**config.mk**
```make
export PLATFORM = sky130hd
export DESIGN_NAME = hs_word_aligner_deser
export DESIGN_NICKNAME = d
export VERILOG_FILES = /design/src/rtl/hs_word_aligner_deser.sv
export SDC_FILE = /design/constraint.sdc
export NUM_CORES = 1
export LEC_CHECK = 0
export CORE_MARGIN = 3
export CORE_UTILIZATION = 35
export DETAILED_ROUTE_END_ITERATION = 16
export GPL_ROUTABILITY_DRIVEN = 0
export SYNTH_ARGS = -nofsm -noshare
export SYNTH_HDL_FRONTEND = slang
export SYNTH_SLANG_ARGS = --single-unit
```
**constraint.sdc**
```tcl
create_clock -name RxSymClkHS -period 1.8 [get_ports RxSymClkHS]
set_input_delay 0.36 -clock RxSymClkHS [delete_from_list [all_inputs] [get_ports RxSymClkHS]]
set_output_delay 0.36 -clock RxSymClkHS [all_outputs]
set_load 0.01 [all_outputs]
```
**src/rtl/hs_word_aligner_deser.sv**
```systemverilog
// -----------------------------------------------------------------------------
// hs_word_aligner_deser
//   HS symbol deserializer with word alignment for the C-PHY slave RX path.
//   Collects 3-bit symbols {Flip,Rotation,Polarity} LSB-first into words of
//   SYM_PER_WORD symbols. With ALIGN_EN=1 the block hunts for the sync word to
//   set the word boundary; with ALIGN_EN=0 framing starts at the first enabled
//   symbol. Sits between the symbol decoder and the word-clock packet logic.
//
// Ports
//   RxSymClkHS  in   1             symbol clock, rising edge
//   RstN        in   1             async active-low reset
//   HSDeserEn   in   1             symbol sampling enable
//   SerSym      in   3             {Flip,Rotation,Polarity} of current symbol
//   RxPolarity  out  SYM_PER_WORD  bit k = SerSym[0] of symbol k of last word
//   RxRotation  out  SYM_PER_WORD  bit k = SerSym[1] of symbol k
//   RxFlip      out  SYM_PER_WORD  bit k = SerSym[2] of symbol k
//   WordValid   out  1             1-cycle pulse: new data word on outputs
//   SyncDet     out  1             1-cycle pulse: sync word detected
//   Locked      out  1             word boundary established
// -----------------------------------------------------------------------------
module hs_word_aligner_deser #(
  parameter int unsigned                   SYM_PER_WORD = 7,
  parameter bit                            ALIGN_EN     = 1'b1,
  parameter logic [3*SYM_PER_WORD-1:0]     SYNC_PATTERN = 21'b011_100_100_100_100_100_011,
  parameter logic [3*SYM_PER_WORD-1:0]     SYNC_MASK    = 21'b111_100_100_100_100_100_111
) (
  input  logic                    RxSymClkHS,
  input  logic                    RstN,
  input  logic                    HSDeserEn,
  input  logic [2:0]              SerSym,
  output logic [SYM_PER_WORD-1:0] RxPolarity,
  output logic [SYM_PER_WORD-1:0] RxRotation,
  output logic [SYM_PER_WORD-1:0] RxFlip,
  output logic                    WordValid,
  output logic                    SyncDet,
  output logic                    Locked
);

  localparam int unsigned W  = 3 * SYM_PER_WORD;
  localparam int unsigned CW = $clog2(SYM_PER_WORD);
  localparam logic [CW-1:0] LAST_SYM = CW'(SYM_PER_WORD - 1);

  localparam logic [1:0] ST_IDLE   = 2'd0;
  localparam logic [1:0] ST_HUNT   = 2'd1;
  localparam logic [1:0] ST_LOCKED = 2'd2;

  logic [1:0]              state_q, state_d;
  logic [CW-1:0]           cnt_q, cnt_d;       // SymCnt; in HUNT it saturates as a fill count
  logic [W-1:0]            hist_q, hist_d;     // last symbols, newest at the top
  logic [SYM_PER_WORD-1:0] pol_q, pol_d;
  logic [SYM_PER_WORD-1:0] rot_q, rot_d;
  logic [SYM_PER_WORD-1:0] flip_q, flip_d;
  logic                    word_valid_q, word_valid_d;
  logic                    sync_det_q, sync_det_d;

  logic [W-1:0]            window;
  logic                    sync_hit;
  logic [1:0]              eff_state;
  logic [SYM_PER_WORD-1:0] win_pol, win_rot, win_flip;

  // The current symbol enters at the top so that after SYM_PER_WORD shifts
  // symbol 0 of the word sits in bits [2:0], matching SYNC_PATTERN layout.
  assign window   = {SerSym, hist_q[W-1:3]};
  assign sync_hit = ((window ^ SYNC_PATTERN) & SYNC_MASK) == '0;

  // IDLE forwards its first enabled symbol straight into the target state;
  // counters and history are already zero there.
  assign eff_state = (state_q == ST_IDLE) ? (ALIGN_EN ? ST_HUNT : ST_LOCKED) : state_q;

  always_comb begin
    for (int k = 0; k < int'(SYM_PER_WORD); k++) begin
      win_pol[k]  = window[3*k];
      win_rot[k]  = window[3*k+1];
      win_flip[k] = window[3*k+2];
    end
  end

  // NOTE: every signal driven here gets a default first, so no path leaves one
  // unassigned and no latch is inferred.
  always_comb begin
    state_d      = state_q;
    cnt_d        = cnt_q;
    hist_d       = hist_q;
    pol_d        = pol_q;
    rot_d        = rot_q;
    flip_d       = flip_q;
    word_valid_d = 1'b0;
    sync_det_d   = 1'b0;

    if (!HSDeserEn) begin
      // Drop the partial word and match history; completed word stays visible.
      state_d = ST_IDLE;
      cnt_d   = '0;
      hist_d  = '0;
    end else begin
      hist_d  = window;
      state_d = eff_state;
      case (eff_state)
        ST_HUNT: begin
          if (cnt_q == LAST_SYM && sync_hit) begin
            state_d    = ST_LOCKED;
            cnt_d      = '0;
            sync_det_d = 1'b1;
          end else if (cnt_q != LAST_SYM) begin
            cnt_d = cnt_q + 1'b1;
          end
        end
        ST_LOCKED: begin
          if (cnt_q == LAST_SYM) begin
            cnt_d = '0;
            if (sync_hit) begin
              sync_det_d = 1'b1;
            end else begin
              word_valid_d = 1'b1;
              pol_d        = win_pol;
              rot_d        = win_rot;
              flip_d       = win_flip;
            end
          end else begin
            cnt_d = cnt_q + 1'b1;
          end
        end
        default: ;
      endcase
    end
  end

  // NOTE: state is updated with non-blocking assignments so every register
  // samples the values from before the edge, independent of statement order.
  always_ff @(posedge RxSymClkHS or negedge RstN) begin
    if (!RstN) begin
      state_q      <= ST_IDLE;
      cnt_q        <= '0;
      hist_q       <= '0;
      pol_q        <= '0;
      rot_q        <= '0;
      flip_q       <= '0;
      word_valid_q <= 1'b0;
      sync_det_q   <= 1'b0;
    end else begin
      state_q      <= state_d;
      cnt_q        <= cnt_d;
      hist_q       <= hist_d;
      pol_q        <= pol_d;
      rot_q        <= rot_d;
      flip_q       <= flip_d;
      word_valid_q <= word_valid_d;
      sync_det_q   <= sync_det_d;
    end
  end

  assign RxPolarity = pol_q;
  assign RxRotation = rot_q;
  assign RxFlip     = flip_q;
  assign WordValid  = word_valid_q;
  assign SyncDet    = sync_det_q;
  assign Locked     = (state_q == ST_LOCKED);

endmodule

```
==> impl_results.md <==
* Status: finished, final reports clean
* Largest net degree at the start of global routing at 29
* Synth Register Bits at 46
* I/O pins at 30
* CTS tree: built
* Clk root buf: clkbuf_8
* Most common cell after layout, fill and taps aside: dfrtp_1
* Clk Latency, worst-skew pair at about 0.30 ns
* Max-Cap Viols at 0
* Leakage at 1.194 nW
* CP startpoint kind: flop
* Util after Layout at 51.09%
* Initial antenna violation count at 0
* Port bufs at 29
* Fmax at between 500 and 600 MHz
* Crit path required time at 1.98 ns
* HPWL after DPL at about 2400 µm
* Worst path cell trace: nand4_1, nor3_4, nor4b_4, buf_4, buf_4, mux2_2
* Nets at roughly 190
* Worst slew pin tran at 0.4303 ns
* Share of layout cells above drive strength 1 at 35.00%
* DRT Wirelength at 3499 µm
* Initial Utilization at 37.09%
* Max stage delay cell, worst path: dfrtp_1
* Via density at roughly 4.7
* Mapped cell area at 1787 µm²
* TritonCTS Sinks at 46
* Core footprint at just under 5000 µm²
* Post-Layout Cell Count at roughly 250
* Via count at 1,159
* DP Cell Count at roughly 230
* Met2 routing resource usage after global routing at 21.07%
* Die H at 77.45 µm
* First drt pass iteration count at 4
* CTS Buf Count at 5
* Post-route clock skew at approximately 0.013 ns
* Reg clk slew, reported paths at 0.08 ns
* Met3 Track Usage GR at 4.872%
* Fin crit share at a little over nine tenths
* Finished Cell Area at 2461 µm²
* Setup Viol. Count Final at 0
* H-tree depth reported by CTS at 2
* Cell Area, Placed at 2248 µm²
* Ant diodes at 0
* Crit path DAT at 1.90 ns
* Post-synth cell types at 28
* Max incr delay on CP at 0.41 ns
* Max Buffers Root-to-Sink at 2
* Initial drt markers at 70
* Worst ir drop on vdd at 0.3361 mV
* Final Total Pwr at about 1.8 mW
* Std cell rows at 25
* Vias in the first global route at 1,265
* Total track usage at 12.98%
* Gr ovfl total at 0
* Max-slew violation count at 0
* Unrepaired setup endpoints after global routing: no
* Cells after Synth at 124
* Final Hold Fails at 0
* Post-synthesis sequential area ratio at between 60% and 70%
* Syn-to-layout area delta at 37.75%
* CP Max Fanout at 6
* Commonest cells after routing, fill and taps aside: dfrtp_1 (46), clkdlybuf4s50_1 (24), mux2_2 (22), buf_4 (20), and2_1 (18)
* Crit. End Element: flop
* Die Wd at 77.45 µm
* Hold crit path type: in -> reg
* PwrDens at 727.4 nW/µm²
* CP dominant cell by count: buf_4
* DRC at 0
* Met1 Use GR at between 15 and 20%
* Syn. warnings at 0
* Wire length per cell at 14.17 µm
* First-pass GRT wire length at 6044 µm
* Relative slew slack at 71.32%
* Final ANT Viol Nets at 0
* GR peak layer: met2
* Post-synthesis net count at 132
* Crit path time final at approximately 1.7 ns
* Full die area at 5999 µm²
* Mean Syn Cell Area at 14.41 µm²
* Worst Path Class, Setup: reg -> reg
synth_stat cells:
cell	number	share of area [%]
or3b_2	1	0.49
nand2b_2	1	0.49
or4b_1	1	0.56
o2bb2ai_1	1	0.49
and3b_1	1	0.49
nor2_1	1	0.21
o21a_1	1	0.42
o32ai_1	1	0.49
nand4b_1	1	0.49
buf_6	2	1.3
nand4_1	1	0.35
o21ai_0	2	0.56
mux2_2	22	14
nor3b_1	1	0.42
nor4_1	3	1.1
nand3b_1	1	0.42
o311a_1	1	0.56
and2_2	1	0.42
nor3_2	1	0.56
dfrtp_1	46	64
clkbuf_1	2	0.42
nor4b_4	1	1.3
a21oi_1	2	0.56
inv_1	3	0.63
and2_1	18	6.3
nor3_1	1	0.28
nand2_1	5	1.1
ha_1	2	1.4
registers in the layout, indices dropped and copies added (netlist names):
signal,flops
state_q,2
WordValid,1
RxPolarity,7
SyncDet,1
hist_q,18
cnt_q,3
RxRotation,7
RxFlip,7
metrics by stage:
stage	worst slack, ns	hold slack, ns	TNS, ns
after floorplan	0.1150	0.06441	0
after global placement	-0.3020	0.3170	-6.905
after detailed placement	-0.3302	0.3230	-7.648
after CTS	-0.001711	0.4527	-0.001711
after global routing	0.004597	0.4867	0
final	0.08141	0.4637	0
kinds of logic after synthesis:
kind of cell	after synthesis	synth area share (%)
flops	46	64.43
simple gates	39	14.92
mux	22	13.87
compound gates	8	3.082
buf+inv	7	2.311
fa+ha+maj	2	1.400
final timing paths:
kind,from,endpoint,slack [ns],cells past startpoint
hold / removal,SerSym[2],hist_q[20],0.46,2
setup / recovery,hist_q[14],RxFlip[1],0.08,6
min in group asynchronous,RstN,RxRotation[3],0.53,2
max in group asynchronous,RstN,cnt_q[0],0.78,3
hold reg to reg,hist_q[19],hist_q[16],0.48,1
setup reg to reg,hist_q[14],RxFlip[1],0.08,6
report_power, final:
part | total (mW) | switching [mW] | internal, mW
clock network | 0.611 | 0.338 | 0.273
logic | 0.112 | 0.0550 | 0.0567
registers | 1.07 | 0.0143 | 1.05
total | 1.79 | 0.408 | 1.38
critical path: cells and delay by family, from the launching register on:
| kind | cells | cell delay, ns |
|---|---|---|
| simple gates | 3 | 0.54 |
| flops | 1 | 0.41 |
| buf+inv | 2 | 0.33 |
| mux | 1 | 0.34 |
per-layer routing:
metal / vias to the layer above / routed length (µm)
met3: 7 / 171
li1: 541 / -
met1: 587 / 1506
met4: 0 / 67
met5: - / 0
met2: 24 / 1754
cell type report:
class / count / area [µm²]
inverter: 3 / 11.26
tap: 67 / 83.83
fill: 440 / 2356
sequential: 46 / 1151
clock inverter: 3 / 18.77
timing repair buffer: 52 / 485.5
clock buffer: 5 / 68.82
multi-input combinational: 71 / 641.9
timing repair:
item / 4_1_cts / 5_1_grt
buffers inserted: 6 / 3
endpoints found under the setup margin: 15 / 18
gates resized for setup: 6 / 8
hold buffers: 1 / 0
endpoints found under the hold margin: 13 / 0
gates cloned: 1 / 0
pin swaps: 5 / 4
Power figures use the tool's default switching activity.
